`src/rtl/mem_arbiter.sv`:
```
// mem_arbiter: shares one memory port between the instruction fetch unit and
// the load/store unit. One transaction in flight at a time; LSU normally wins,
// a stall counter forces an IFU grant after MAX_STALL back-to-back LSU wins.
//
// state  | meaning
// -------+-----------------------------------------------------------
// IDLE   | no transaction; pick a winner and accept it this cycle
// REQ    | latched request presented on mem_*, waiting for mem_req_ready
// RESP   | request taken by memory, waiting for mem_resp_valid
module mem_arbiter #(
    parameter int ADDR_W    = 64,
    parameter int DATA_W    = 64,
    parameter int MAX_STALL = 4,
    parameter int LSU_FIRST = 1
) (
    input  logic                  clk,
    input  logic                  rst,

    input  logic                  ifu_req_valid,
    output logic                  ifu_req_ready,
    input  logic [ADDR_W-1:0]     ifu_addr,
    output logic                  ifu_resp_valid,
    output logic [DATA_W-1:0]     ifu_rdata,

    input  logic                  lsu_req_valid,
    output logic                  lsu_req_ready,
    input  logic [ADDR_W-1:0]     lsu_addr,
    input  logic                  lsu_wen,
    input  logic [DATA_W-1:0]     lsu_wdata,
    input  logic [DATA_W/8-1:0]   lsu_wmask,
    output logic                  lsu_resp_valid,
    output logic [DATA_W-1:0]     lsu_rdata,

    output logic                  mem_req_valid,
    input  logic                  mem_req_ready,
    output logic [ADDR_W-1:0]     mem_addr,
    output logic                  mem_wen,
    output logic [DATA_W-1:0]     mem_wdata,
    output logic [DATA_W/8-1:0]   mem_wmask,
    input  logic                  mem_resp_valid,
    input  logic [DATA_W-1:0]     mem_rdata,

    output logic                  busy
);

    localparam int MASK_W = DATA_W / 8;
    localparam int CNT_W  = $clog2(MAX_STALL + 1);
    localparam logic [CNT_W-1:0] STALL_MAX = CNT_W'(MAX_STALL);

    typedef enum logic [1:0] {
        S_IDLE = 2'd0,
        S_REQ  = 2'd1,
        S_RESP = 2'd2
    } state_t;

    // owner encoding: 0 = IFU, 1 = LSU
    state_t              state_q, state_d;
    logic                owner_q, owner_d;
    logic [CNT_W-1:0]    stall_cnt_q, stall_cnt_d;
    logic [ADDR_W-1:0]   addr_q, addr_d;
    logic                wen_q, wen_d;
    logic [DATA_W-1:0]   wdata_q, wdata_d;
    logic [MASK_W-1:0]   wmask_q, wmask_d;
    logic [DATA_W-1:0]   ifu_rdata_q, ifu_rdata_d;
    logic [DATA_W-1:0]   lsu_rdata_q, lsu_rdata_d;
    logic                ifu_resp_valid_q, ifu_resp_valid_d;
    logic                lsu_resp_valid_q, lsu_resp_valid_d;

    logic                pick_lsu;
    logic                grant_lsu;
    logic                grant_ifu;

    // Winner selection; grants only exist while idle, so at most one fires.
    always_comb begin
        pick_lsu = 1'b0;
        if (lsu_req_valid) begin
            if (!ifu_req_valid) begin
                pick_lsu = 1'b1;
            end else begin
                pick_lsu = (stall_cnt_q != STALL_MAX) && (LSU_FIRST != 0);
            end
        end
        grant_lsu = (state_q == S_IDLE) && pick_lsu;
        grant_ifu = (state_q == S_IDLE) && ifu_req_valid && !pick_lsu;
    end

    // Next-state, request latching, stall counting and response routing.
    always_comb begin
        state_d          = state_q;
        owner_d          = owner_q;
        stall_cnt_d      = stall_cnt_q;
        addr_d           = addr_q;
        wen_d            = wen_q;
        wdata_d          = wdata_q;
        wmask_d          = wmask_q;
        ifu_rdata_d      = ifu_rdata_q;
        lsu_rdata_d      = lsu_rdata_q;
        ifu_resp_valid_d = 1'b0;
        lsu_resp_valid_d = 1'b0;

        case (state_q)
            S_IDLE: begin
                if (grant_lsu) begin
                    state_d = S_REQ;
                    owner_d = 1'b1;
                    addr_d  = lsu_addr;
                    wen_d   = lsu_wen;
                    wdata_d = lsu_wdata;
                    wmask_d = lsu_wmask;
                    if (ifu_req_valid && (stall_cnt_q != STALL_MAX)) begin
                        stall_cnt_d = stall_cnt_q + CNT_W'(1);
                    end
                end else if (grant_ifu) begin
                    state_d     = S_REQ;
                    owner_d     = 1'b0;
                    addr_d      = ifu_addr;
                    wen_d       = 1'b0;
                    wdata_d     = '0;
                    wmask_d     = '0;
                    stall_cnt_d = '0;
                end
            end
            S_REQ: begin
                if (mem_req_ready) begin
                    state_d = S_RESP;
                end
            end
            S_RESP: begin
                if (mem_resp_valid) begin
                    state_d = S_IDLE;
                    if (owner_q) begin
                        lsu_rdata_d      = mem_rdata;
                        lsu_resp_valid_d = 1'b1;
                    end else begin
                        ifu_rdata_d      = mem_rdata;
                        ifu_resp_valid_d = 1'b1;
                    end
                end
            end
            default: begin
                state_d = S_IDLE;
            end
        endcase
    end

    // Register update with synchronous reset; drops any in-flight transaction.
    always_ff @(posedge clk) begin
        if (rst) begin
            state_q          <= S_IDLE;
            owner_q          <= 1'b0;
            stall_cnt_q      <= '0;
            addr_q           <= '0;
            wen_q            <= 1'b0;
            wdata_q          <= '0;
            wmask_q          <= '0;
            ifu_rdata_q      <= '0;
            lsu_rdata_q      <= '0;
            ifu_resp_valid_q <= 1'b0;
            lsu_resp_valid_q <= 1'b0;
        end else begin
            state_q          <= state_d;
            owner_q          <= owner_d;
            stall_cnt_q      <= stall_cnt_d;
            addr_q           <= addr_d;
            wen_q            <= wen_d;
            wdata_q          <= wdata_d;
            wmask_q          <= wmask_d;
            ifu_rdata_q      <= ifu_rdata_d;
            lsu_rdata_q      <= lsu_rdata_d;
            ifu_resp_valid_q <= ifu_resp_valid_d;
            lsu_resp_valid_q <= lsu_resp_valid_d;
        end
    end

    assign ifu_req_ready  = grant_ifu;
    assign lsu_req_ready  = grant_lsu;
    assign ifu_resp_valid = ifu_resp_valid_q;
    assign lsu_resp_valid = lsu_resp_valid_q;
    assign ifu_rdata      = ifu_rdata_q;
    assign lsu_rdata      = lsu_rdata_q;
    assign mem_req_valid  = (state_q == S_REQ);
    assign mem_addr       = addr_q;
    assign mem_wen        = wen_q;
    assign mem_wdata      = wdata_q;
    assign mem_wmask      = wmask_q;
    assign busy           = (state_q != S_IDLE);

endmodule

```
`config.mk`:
```
export PLATFORM = sky130hd
export DESIGN_NAME = mem_arbiter
export DESIGN_NICKNAME = d
export VERILOG_FILES = /design/src/rtl/mem_arbiter.sv
export SDC_FILE = /design/constraint.sdc
export NUM_CORES = 1
export LEC_CHECK = 0
export BUFFER_PORTS_ARGS = -buffer_cell sky130_fd_sc_hd__buf_2
export CORE_AREA = 2 2 211 213
export CTS_CLUSTER_SIZE = 8
export DETAILED_ROUTE_END_ITERATION = 8
export DIE_AREA = 0 0 213 215
export PLACE_DENSITY_LB_ADDON = 0.2
export SLEW_MARGIN = 5
export SYNTH_ARGS = -nofsm -noshare
export SYNTH_HDL_FRONTEND = slang
export SYNTH_SLANG_ARGS = --single-unit
```
`constraint.sdc`:
```
create_clock -name clk -period 2 [get_ports clk]
set_clock_uncertainty 0.1 [all_clocks]
set_input_delay 0.1 -clock clk [delete_from_list [all_inputs] [get_ports clk]]
set_output_delay 0.1 -clock clk [all_outputs]
set_load 0.005 [all_outputs]
```
# [Word level (Yosys, flattened, before mapping)]
# Cells that the tools add are included.
[classes] add_sub_neg=1 bitwise_logic=3 n_reduce_logical=14 mux=21 eq_ne=7
[op_table] operator="$mux W64" count=4
[op_table] operator="$mux W8" count=2
[op_table] operator="$reduce_and A3 Y1" count=4
[op_table] operator="$mux W3" count=3
[op_table] operator="$mux W2" count=4
[op_table] operator="$mux W1" count=7
[op_table] operator="$ne A3 B3 Y1 const B" count=2
[op_table] operator="$pmux W2 S3" count=1
[op_table] operator="$logic_and A1 B1 Y1" count=4
[op_table] operator="$ne A2 B1 Y1 const B" count=2
[op_table] operator="$reduce_bool A2 Y1" count=2
[op_table] operator="$add A3 B1 Y3 const B" count=1
[op_table] operator="$not A1 Y1" count=3
[op_table] operator="$reduce_or A3 Y1" count=1
[op_table] operator="$eq A2 B1 Y1 const B" count=1
[op_table] operator="$eq A2 B2 Y1 const B" count=1
[op_table] operator="$logic_not A2 Y1" count=1
[op_table] operator="$ne A2 B2 Y1 const B" count=1
[op_table] operator="$reduce_and A2 Y1" count=1
[op_table] operator="$logic_not A1 Y1" count=1
[word_totals] out_inout_bits=271 in_bits=271 regBits=273 word_cells=57

# [Logic depth before layout (Yosys ltp)]
# Gate-level depths: netlist of the first run.
[logic_depth] depth_word=8 ltp_mapped=7 mapped_depth_nobuf=5

# [Least setup slack after synthesis of the first run]
# OpenSTA, ideal clock, no wires.
[synth_path] path_type="reg2reg" from="reg stall_cnt_q[0]" to="reg wdata_q[56] (netlist: mem_wdata[56])" n_path_buf=2 required_time_ns=1.830 period_less_slack_ns=1.601 setup_ns=0.070 setup_slack_ns=0.399 arrival_ns=1.430 stages_incl_launch_ff=8 cell_sequence="dfxtp_1 > inv_1 > ha_1 > nand3_2 > buf_2 > clkbuf_1 > nand3_1 > a21oi_1"
[synth_via] elab_chain_len=7 elab_cells_between_ends=9 cone_classes="eq/ne: 1; mux: 3; reduce/logical: 5"
[synth_lines] item="start, declared" line_no="59" rtl="logic [CNT_W-1:0] stall_cnt_q, stall_cnt_d;"
[synth_lines] item="start signal, assigned" line_no="163" rtl="stall_cnt_q <= stall_cnt_d;"
[synth_lines] item="$ne A3 B3 Y1 (*)" line_no="80" rtl="pick_lsu = (stall_cnt_q != STALL_MAX) && (LSU_FIRST != 0);"
[synth_lines] item="$mux W1 (*)" line_no="77" rtl="if (!ifu_req_valid) begin"
[synth_lines] item="$mux W1 (*)" line_no="76" rtl="if (lsu_req_valid) begin"
[synth_lines] item="$logic_not A1 Y1" line_no="84" rtl="grant_ifu = (state_q == S_IDLE) && ifu_req_valid && !pick_lsu;"
[synth_lines] item="$logic_and A1 B1 Y1" line_no="84"
[synth_lines] item="$reduce_bool A2 Y1 (no line)"
[synth_lines] item="$reduce_and A2 Y1 (no line)"
[synth_lines] item="end signal, assigned" line_no="166" rtl="wdata_q <= wdata_d;"
[synth_lines] item="end, declared" line_no="62" rtl="logic [DATA_W-1:0] wdata_q, wdata_d;"
# Mark *: on every way between the ends. The rest lies on a longest branch, timed or not.
# A chain may end at the register's enable or synchronous reset.

# [Worst setup path in the final report of the first run]
[layout_path] from="reg stall_cnt_q[0]" to="out ifu_req_ready"
[layout_via] elab_chain_len=5
[layout_lines] item="$ne A3 B3 Y1" line_no="80"
[layout_lines] item="$mux W1" line_no="77"
[layout_lines] item="$mux W1" line_no="76"
[layout_lines] item="$logic_not A1 Y1" line_no="84"
[layout_lines] item="$logic_and A1 B1 Y1" line_no="84"
[layout_lines] item="end, declared" line_no="20" rtl="output logic ifu_req_ready,"
# Every way passes these cells.

==> results of run 1 <==
worst register-to-register path: stages (launching register included):
cell and delay (ns):
dfxtp_2 0.32, inv_1 0.07, ha_4 0.17, buf_4 0.14, nand3_4 0.11, buf_4 0.29
buf_12 0.27, nand3_1 0.19, a21oi_1 0.15
worst paths after layout:
check,end,cells after the start
worst max-delay path,ifu_req_ready,6
worst min-delay path,mem_addr[9],4
worst max register to register,mem_wdata[31],8
worst min register to register,ifu_rdata[8],2
logic make-up after synthesis:
| logic type | Yosys count | synth area share (%) |
|---|---|---|
| AO/OA/AOI/OAI | 384 | 20.1 |
| flip-flops | 273 | 51.5 |
| adder cells (fa/ha/maj) | 2 | 0.236 |
| XOR/XNOR | 1 | 0.0825 |
| buffers and inverters | 135 | 6.54 |
| AND/OR/NAND/NOR | 509 | 21.6 |
routing by layer:
layer  GRT usage [%]  share of wire, %  vias to the layer above  wire [um]
met5               0             0.028                        -         13
met4            6.92               3.1                        2       1400
met3            6.21               8.7                       85       3990
met2            33.1                48                      496      22000
met1            21.7                40                     5844      18300
li1                -                 -                     6024          -
cell usage in the layout, fill, tap and decap left out, types with 2 or more instances in the layout:
cell type      count
a21oi_1          205
a311oi_1          14
a311oi_2          10
a31oi_1           40
buf_12            20
buf_2            540
buf_4             25
bufbuf_16          2
clkbuf_16         42
clkinv_2           2
dfxtp_1          269
dfxtp_2            3
diode_2            3
dlygate4sd3_1    269
inv_1              2
inv_6              2
nand2_1          307
nand3_1          153
nand4_1            2
nor2_1             4
nor3_1            13
nor3_2            12
nor3b_4            2
o21ai_0          102
o21ai_1           11
or2_2              2
or3b_1             2
sequential cells by signal (all words and copies together), names as in the netlist:
signal / count
owner_q: 1
mem_wdata: 64
ifu_resp_valid: 1
lsu_resp_valid: 1
lsu_rdata: 64
state_q: 2
mem_wen: 1
ifu_rdata: 64
mem_addr: 64
mem_wmask: 8
stall_cnt_q: 3
Yosys cell counts:
library cell | n | area share, %
nor3_1 | 13 | 0.61
nand4b_1 | 1 | 0.083
a22oi_1 | 1 | 0.071
buf_2 | 36 | 1.7
nand2b_1 | 1 | 0.059
nor2b_1 | 1 | 0.059
a311oi_1 | 14 | 1.2
nor3b_2 | 2 | 0.24
buf_6 | 15 | 1.6
nor2_2 | 1 | 0.059
clkbuf_1 | 72 | 2.5
o21ai_1 | 11 | 0.52
and3_1 | 1 | 0.059
o21ai_0 | 102 | 4.8
buf_4 | 8 | 0.57
and2_1 | 1 | 0.059
or2_2 | 1 | 0.059
nand4_1 | 2 | 0.12
dfxtp_1 | 273 | 51
buf_1 | 1 | 0.035
and4b_1 | 1 | 0.094
or2_1 | 1 | 0.059
ha_1 | 2 | 0.24
nand2_1 | 307 | 11
nor4bb_1 | 2 | 0.19
a31oi_1 | 40 | 2.4
nor2_1 | 4 | 0.14
xnor2_1 | 1 | 0.083
nand3_2 | 1 | 0.094
nand4bb_1 | 1 | 0.11
a21bo_1 | 1 | 0.094
nand3_1 | 153 | 7.2
nor3_2 | 12 | 1.1
a21oi_1 | 205 | 9.7
a311oi_2 | 10 | 1.4
or3b_1 | 2 | 0.17
inv_1 | 3 | 0.11
nand2_4 | 1 | 0.11
timing repair:
| item | in CTS | in global routing |
|---|---|---|
| pin swaps | 6 | 1 |
| cloned | 4 | 1 |
| hold endpoints to repair | 269 | 0 |
| endpoints found under the setup margin | 3 | 5 |
| hold buffers | 269 | 0 |
| gates resized for setup | 10 | 3 |
| setup buffers | 8 | 1 |
power groups by stage:
stage                     clock network, uW  logic [uW]  registers (uW)
after floorplan                           0         790            5940
after global placement                    0        1650            5930
after detailed placement                  0        1670            5930
after CTS                              6190        2160            5830
after global routing                   6430        2370            5860
final                                  6000        2180            5840
final cells by class:
| type | instances | area share, % |
|---|---|---|
| diodes | 3 | 0.0418 |
| clock buffers | 42 | 5.74 |
| repair buffers | 859 | 34.0 |
| flip-flops and latches | 273 | 30.5 |
| clock inverters | 4 | 0.153 |
| well taps | 592 | 4.13 |
| inverters | 3 | 0.0627 |
| multi-input cells | 898 | 25.4 |
per-stage QoR:
stage	instances	hold slack, ns	power, uW	cell area, um2
6_report	2674	0.0800	14000	17900
5_1_grt	2673	0.0639	14600	17900
4_1_cts	2669	0.0446	14200	17900
3_5_place_dp	2342	0.257	7600	14000
3_3_place_gp	2342	0.253	7580	14000
2_1_floorplan	1304	0.136	6730	10600
==> key figures, run 1 <==
Clock network
  – CTS Buffer Depth: 3
  – H-tree levels: 2
  – Total CTS buffers: 40
  – Worst skew pair latency: 0.54 ns
  – CTS tree: yes
  – Reg clk slew, reported paths: 0.05 ns
  – Clock sink total: 273
  – CTS root buffer: clkbuf_16

Worst setup path
  – CP Capture Type: output pin
  – Buf+Inv Stages, Crit Path: 3
  – CP required: 1.80 ns
  – CP startpoint: stall_cnt_q[0]
  – CP Cell Sequence: inv_1 > ha_4 > a21bo_4 > buf_12 > and2_4 > buf_2
  – Kind of critical path: flip-flop to output pin
  – Worst R2R Setup Slack: 0.13 ns
  – CP arrival: 1.75 ns
  – CP max stage delay: 0.32 ns
  – Startpoint Class: flip-flop
  – R2r startpoint: stall_cnt_q[0]
  – Slowest cell on the critical path: dfxtp_2
  – Crit-path max FO: 11
  – Critical path's top delay family: buffers and inverters

Die
  – Io pins: 542
  – Die extent in x: 213 um
  – Die Y: 215 um
  – Core area: 43600 um2
  – DIE AREA: 45800 um2
  – Initial Util: 24.3%
  – Row cnt: 77

Power
  – Static leakage: 0.00771 uW
  – Clock power share: 42.8%
  – Cell Pwr Density: 781 nW/um2
  – Peak supply drop: 0.475 mV
  – Internal: 10400 uW
  – Combinational Power Share: 15.5%
  – Net Sw Frac: 25.6%
  – Sw Pwr: 3590 uW
  – Flop pwr share: 41.6%

Global route
  – Largest net degree at the start of global routing: 96
  – Initial antenna violation count: 4
  – GRT Overall Usage: 19.1%
  – First-pass GRT wire length: 69.6 mm
  – Grt ovf: 0
  – Vias in the first global route: 12.7k

Drt
  – Pre-Repair DR Iteration Count: 4
  – Remaining DRCs: 0
  – DRT iter0 DRCs: 632
  – Vias after detailed routing: 12.5k
  – DRT Wirelength: 45.7 mm
  – Vias per inst: 4.66
  – Post-route ant nets: 0
  – Routed len/inst: 17.1 um

Run
  – Number of max-cap violations: 0

Synthesis
  – Post-Synthesis Cells: 1304
  – Seq/Total Area, Yosys: 51.5%
  – #FFs+latches synth: 273
  – Yosys warning count: 0
  – Cell variety after synth: 38
  – Syn Nets: 1577
  – Syn_area_per_cell: 8.14 um2
  – Mapped cell area: 10600 um2

Worst hold path
  – HP Start: lsu_req_valid
  – Hold Crit Class: input pin to flip-flop

Place
  – Setup WS pre-CTS: 0.140 ns
  – Routability Congestion: 0.797
  – Number of port buffers: 541
  – HPWL after DPL: 29.4 mm

Timing
  – Final Hold Fails: 0
  – Unrepaired setup endpoints after global routing: no
  – Crit path setup slack, layout: 0.0537 ns
  – Max-slew violation count: 0
  – Highest Clock Rate: 0.514 GHz
  – Headroom to the max-slew limit: 68.6%
  – Final cycle utilization of the critical path: 97.3%
  – Setup TNS: 0 ns
  – Slew @ Worst Pin: 0.470 ns
  – Final min period: 1.95 ns
  – # setup viols final: 0

Finish
  – Final Core Density: 41.1%
  – Nets: 2348
  – Multi-input gate area in the final layout: 4560 um2
  – Number of fill cells in the layout: 4439
  – Reg area: 5470 um2
  – Synth-to-Final Area Change: 69.1%
  – Share of layout cells above drive strength 1: 32.6%

Run status
  – Status: completed
(Power assumes the default switching activity.)
==> run 2, diff against run 1 <==
PLACE_DENSITY_LB_ADDON = 0.15   (was 0.2)
==> run 2 against run 1 <==
  * Cell count shrank 0.22%
  * Global-route usage grew 0.45 points
  * Non-clock buffer count shrank 3
  * Via count grew 0.31%
  * First-iteration DRC count grew 8.4%
  * Combinational power is essentially flat
  * Hold slack lost 0.034 ns
  * Sequential share of layout area is essentially flat
  * Worst setup slack gained 0.019 ns
  * Largest cell class unchanged
  * Sequential cell count is the same
  * Wire length grew 1.6%
  * Core utilization is essentially flat
==> key figures, run 2 (synthesized netlist as in run 1, its figures left out) <==
Run status
  – Status: completed

Global route
  – GRT Overall Usage: 19.5% (+0.45 points)
  – Vias in the first global route: 12.8k (+0.76%)
  – First-pass GRT wire length: 71.0 mm (+2.1%)
  – Grt ovf: 0 (unchanged)
  – Initial antenna violation count: 5 (+1)
  – Largest net degree at the start of global routing: 111 (+16%)

Worst setup path
  – Crit-path max FO: 3 (-8)
  – CP required: 1.80 ns (about the same)
  – Startpoint Class: flip-flop
  – CP arrival: 1.73 ns (-0.02 ns)
  – R2r startpoint: stall_cnt_q[0]
  – Kind of critical path: flip-flop to output pin
  – Reg2reg path depth: 7 (-1)
  – CP max stage delay: 0.33 ns (about the same)
  – Levels on crit path: 6 (unchanged)
  – Slowest cell on the critical path: dfxtp_2
  – CP startpoint: stall_cnt_q[0]
  – CP Capture Type: output pin
  – Buf+Inv Stages, Crit Path: 3 (unchanged)
  – CP Cell Sequence: inv_2 > ha_4 > a21bo_4 > buf_12 > and2_4 > buf_2
  – Critical path's top delay family: flip-flops

Clock network
  – H-tree levels: 2 (unchanged)
  – Worst skew pair latency: 0.54 ns (about the same)
  – CTS Buffer Depth: 3 (unchanged)
  – CTS root buffer: clkbuf_16
  – Clock sink total: 273 (unchanged)
  – CTS tree: yes
  – Reg clk slew, reported paths: 0.05 ns (about the same)
  – Total CTS buffers: 40 (unchanged)

Timing
  – Headroom to the max-slew limit: 62.2% (-6.5 points)
  – Max-slew violation count: 0 (unchanged)
  – Slew @ Worst Pin: 0.567 ns (+0.0969 ns)
  – Setup TNS: 0 ns (unchanged)
  – Fin Hold WS: 0.0464 ns (-0.0336 ns)
  – Crit path setup slack, layout: 0.0731 ns (+0.0194 ns)
  – Final Hold Fails: 0 (unchanged)
  – Final cycle utilization of the critical path: 96.3% (-0.97 points)
  – Final min period: 1.93 ns (-0.0194 ns)
  – Unrepaired setup endpoints after global routing: no
  – # setup viols final: 0 (unchanged)
  – Highest Clock Rate: 0.519 GHz (+1.0%)

Die
  – Core area: 43600 um2 (unchanged)
  – Row cnt: 77 (unchanged)
  – Initial Util: 24.3% (unchanged)
  – Die extent in x: 213 um (unchanged)
  – Io pins: 542 (unchanged)
  – DIE AREA: 45800 um2 (unchanged)
  – Die Y: 215 um (unchanged)

Drt
  – DRT iter0 DRCs: 685 (+8.4%)
  – Pre-Repair DR Iteration Count: 5 (+1)
  – Post-route ant nets: 0 (unchanged)
  – Routed len/inst: 17.4 um (+1.8%)
  – Vias after detailed routing: 12.5k (+0.31%)
  – Remaining DRCs: 0 (unchanged)
  – Vias per inst: 4.68 (+0.53%)
  – DRT Wirelength: 46.5 mm (+1.6%)

Place
  – Routability Congestion: 0.790 (-0.83%)
  – HPWL after DPL: 30.1 mm (+2.3%)
  – Number of port buffers: 541 (unchanged)
  – Post-DP Area: 14000 um2 (about the same)
  – Setup WS pre-CTS: 0.197 ns (+0.0571 ns)

Worst hold path
  – Hold Crit Class: input pin to flip-flop
  – Worst Hold Depth: 2 (-2)
  – HP Start: rst

Finish
  – Nets: 2344 (-0.17%)
  – Most frequent cells in the layout: buf_2, nand2_1, dlygate4sd3_1, dfxtp_1, a21oi_1
  – Finished layout cell area: 18000 um2 (about the same)
  – Synth-to-Final Area Change: 69.2% (about the same)
  – Leading cell type in the layout, fill and taps excluded: buf_2
  – Share of layout cells above drive strength 1: 32.4% (-0.15 points)

Power
  – Peak supply drop: 0.479 mV (+0.85%)
  – Pwr Total: 14100 uW (+0.78%)
  – Static leakage: 0.00770 uW (about the same)
  – Cell Pwr Density: 787 nW/um2 (+0.72%)

Run
  – Number of max-cap violations: 0 (unchanged)
-- run 2: per-layer routing --
| metal | GRT usage [%] | vias up | part of all wire, % |
|---|---|---|---|
| li1 | - | 6038 | - |
| met1 | 22.6 | 5860 | 40 |
| met2 | 33.3 | 494 | 48 |
| met3 | 6.33 | 93 | 8.4 |
| met4 | 7.62 | 4 | 3.6 |
| met5 | 0 | - | 0.047 |
-- run 2: what timing repair did --
action                                  4_1_cts  5_1_grt
hold buffers                                269        0
buffers inserted                              7        0
endpoints found under the setup margin        3        2
pin swaps                                     4        4
cloned                                        4        0
hold endpoints to repair                    268        0
resized for setup                            13        5
-- run 2: stage by stage --
step                      std cells  util, %
final                          2668     41.2
after detailed placement       2341     32.0
after floorplan                1304        -
after global routing           2668     41.2
after CTS                      2665     41.1
after global placement         2341     32.0
-- run 2: worst register-to-register path, cell delays in order (launching register included) --
cell and delay, ns:
dfxtp_2 0.33, inv_2 0.05, ha_4 0.17, nand3_4 0.11, buf_4 0.28, buf_4 0.36
nand3_1 0.14, a31oi_1 0.14
-- run 2: layout make-up --
type | count | area (um2)
Antenna cell | 3 | 7.51
Tap cell | 592 | 741
Fill cell | 4431 | 25700
Inverter | 3 | 11.3
Timing Repair Buffer | 856 | 6100
Clock inverter | 1 | 30.0
Multi-Input combinational cell | 897 | 4560
Clock buffer | 43 | 1040
Sequential cell | 273 | 5480
-- run 2: power by group --
group | switching [uW] | leakage, uW | internal, uW
clock network | 2380 | 0.000528 | 3750
logic | 1050 | 0.00495 | 1110
registers | 133 | 0.00223 | 5700
-- run 2: final timing paths --
kind / end / slack, ns
worst min-delay path: lsu_rdata[18] / 0.05
worst max-delay path: ifu_req_ready / 0.07
worst max register to register: mem_addr[31] / 0.23
worst min register to register: ifu_rdata[9] / 0.35
==> run 3, diff against run 2 <==
RECOVER_POWER = 100   (was unset)
==> run 3 against run 2 <==
  * Worst setup slack improved by 0.0050 ns
  * Sequential power about the same
  * Sequential cell count unchanged
  * Highest routed layer unchanged
==> key figures, run 3 (synthesized netlist as in run 1, its figures left out) <==
Run status
  – Status: completed

Clock network
  – CTS Buffer Depth: 3 (unchanged)
  – CTS tree: yes
  – Worst skew pair latency: 0.54 ns (about the same)
  – Reg clk slew, reported paths: 0.05 ns (about the same)
  – Clock sink total: 273 (unchanged)
  – H-tree levels: 2 (unchanged)
  – CTS root buffer: clkbuf_16
  – Total CTS buffers: 40 (unchanged)

Worst setup path
  – Kind of critical path: flip-flop to output pin
  – Reg2reg path depth: 7 (unchanged)
  – Worst R2R Setup Slack: 0.14 ns (-0.09 ns)
  – CP required: 1.80 ns (about the same)
  – Slowest cell on the critical path: dfxtp_2
  – CP Cell Sequence: inv_2 > ha_4 > a21bo_4 > buf_12 > and2_4 > buf_2
  – Reg-to-reg endpoint: mem_wdata[58]
  – CP max stage delay: 0.33 ns (about the same)
  – CP arrival: 1.72 ns (about the same)
  – CP Capture Type: output pin
  – R2r startpoint: stall_cnt_q[0]
  – Startpoint Class: flip-flop
  – Crit-path max FO: 3 (unchanged)

Drt
  – Vias per inst: 4.69 (+0.18%)
  – Routed len/inst: 17.5 um (+0.25%)
  – DRT Wirelength: 46.6 mm (+0.25%)
  – Pre-Repair DR Iteration Count: 4 (-1)
  – Remaining DRCs: 0 (unchanged)
  – Vias after detailed routing: 12.5k (+0.18%)
  – Post-route ant nets: 0 (unchanged)
  – DRT iter0 DRCs: 748 (+9.2%)

Place
  – HPWL after DPL: 30.1 mm (unchanged)
  – Routability Congestion: 0.790 (unchanged)
  – Post-DP Area: 14000 um2 (unchanged)
  – Number of port buffers: 541 (unchanged)

Finish
  – Most frequent cells in the layout: buf_2, nand2_1, dlygate4sd3_1, dfxtp_1, a21oi_1
  – Nets: 2344 (unchanged)
  – Finished layout cell area: 17600 um2 (-2.2%)
  – Share of layout cells above drive strength 1: 22.5% (-9.9 points)
  – Synth-to-Final Area Change: 65.4%
  – Leading cell type in the layout, fill and taps excluded: buf_2

Timing
  – # setup viols final: 0 (unchanged)
  – Final cycle utilization of the critical path: 96.1% (-0.25 points)
  – Unrepaired setup endpoints after global routing: no
  – Highest Clock Rate: 0.520 GHz (+0.26%)
  – Setup TNS: 0 ns (unchanged)
  – Slew @ Worst Pin: 0.853 ns (+0.286 ns)
  – Final min period: 1.92 ns (-0.00501 ns)
  – Max-slew violation count: 0 (unchanged)
  – Final Hold Fails: 0 (unchanged)
  – Headroom to the max-slew limit: 43.1% (-19 points)

Worst hold path
  – HP Start: rst
  – Hold Crit Class: input pin to flip-flop
  – Worst Hold Depth: 2 (unchanged)
  – Worst Hold Endpoint: lsu_rdata[18]

Global route
  – Met1 Use GR: 22.6% (unchanged)
  – GRT Overall Usage: 19.5% (unchanged)
  – Most Used Layer, Global Route: met2
  – Met3 global-route usage: 6.33% (unchanged)
  – Vias in the first global route: 12.8k (unchanged)
  – Initial antenna violation count: 5 (unchanged)
  – First-pass GRT wire length: 71.0 mm (unchanged)
  – Met2 Usage GRT: 33.3% (unchanged)
  – Grt ovf: 0 (unchanged)
  – Largest net degree at the start of global routing: 111 (unchanged)

Power
  – Static leakage: 0.00683 uW (-11%)
  – Peak supply drop: 0.473 mV (-1.2%)
  – Cell Pwr Density: 800 nW/um2 (+1.7%)

Run
  – Number of max-cap violations: 0 (unchanged)

Die
  – Core area: 43600 um2 (unchanged)
  – Io pins: 542 (unchanged)
  – Die Y: 215 um (unchanged)
  – Die extent in x: 213 um (unchanged)
  – DIE AREA: 45800 um2 (unchanged)
  – Row cnt: 77 (unchanged)
  – Initial Util: 24.3% (unchanged)
[run 3: cell types whose count changed in the layout (fill, tap and decap cells not counted), moves of 6 or more]
cell	delta
buf_12	-6
nor3_1	+10
nor3_2	-10
buf_2	-193
clkbuf_1	+193
[run 3: what timing repair did]
item / 4_1_cts / 5_1_grt
gates cloned: 4 / 0
resized for setup: 13 / 5
setup buffers: 7 / 0
endpoints found under the setup margin: 3 / 2
pin swaps: 4 / 4
endpoints found under the hold margin: 268 / 0
hold buffers: 269 / 0
[run 3: how the worst max path moves through the flow]
stage                   start            end  slack, ns  cells past startpoint
2_1_floorplan  stall_cnt_q[0]  mem_wdata[56]       0.40                      7
4_1_cts            state_q[1]  lsu_req_ready       0.01                      5
3_5_place_dp       state_q[1]   mem_addr[49]       0.20                      4
3_3_place_gp       state_q[1]  ifu_rdata[45]       0.22                      4
6_report       stall_cnt_q[0]  ifu_req_ready       0.08                      6
5_1_grt        stall_cnt_q[1]  ifu_req_ready      0.006                      6
[run 3: layer usage]
layer,vias up,wire length (um),part of all wire (%)
met4,4,1570,3.4
met5,-,22,0.047
met3,89,3780,8.1
met2,484,22400,48
met1,5892,18800,40
li1,6042,-,-
[run 3: through the flow]
step,setup slack [ns],utilization [%],instances,hold WS [ns],total power [uW]
after floorplan,0.399,-,1304,0.136,6730
after global placement,0.224,32.0,2341,0.251,7570
after detailed placement,0.197,32.0,2341,0.258,7580
after CTS,0.0121,41.1,2665,0.0217,14300
after global routing,0.00629,40.2,2668,0.0412,14600
final,0.0781,40.2,2668,0.0456,14000
[run 3: critical path, delay by kind of cell, from the launching register on]
kind	cells	cell delay, ns
buf+inv	3	0.31
fa+ha+maj	1	0.17
flops	1	0.33
compound gates	1	0.23
simple gates	1	0.15
[run 3: layout make-up]
type	instances	area, um2
Multi-Input combinational cell	897	4470
Inverter	3	11.3
Tap cell	592	741
Clock inverter	1	30.0
Sequential cell	273	5480
Antenna cell	3	7.51
Clock buffer	43	1040
Fill cell	4535	26100
Timing Repair Buffer	856	5780
[run 3: power by group]
part | internal, uW | switching (uW)
registers | 5700 | 135
clock network | 3750 | 2380
logic | 1030 | 1040
total | 10500 | 3560
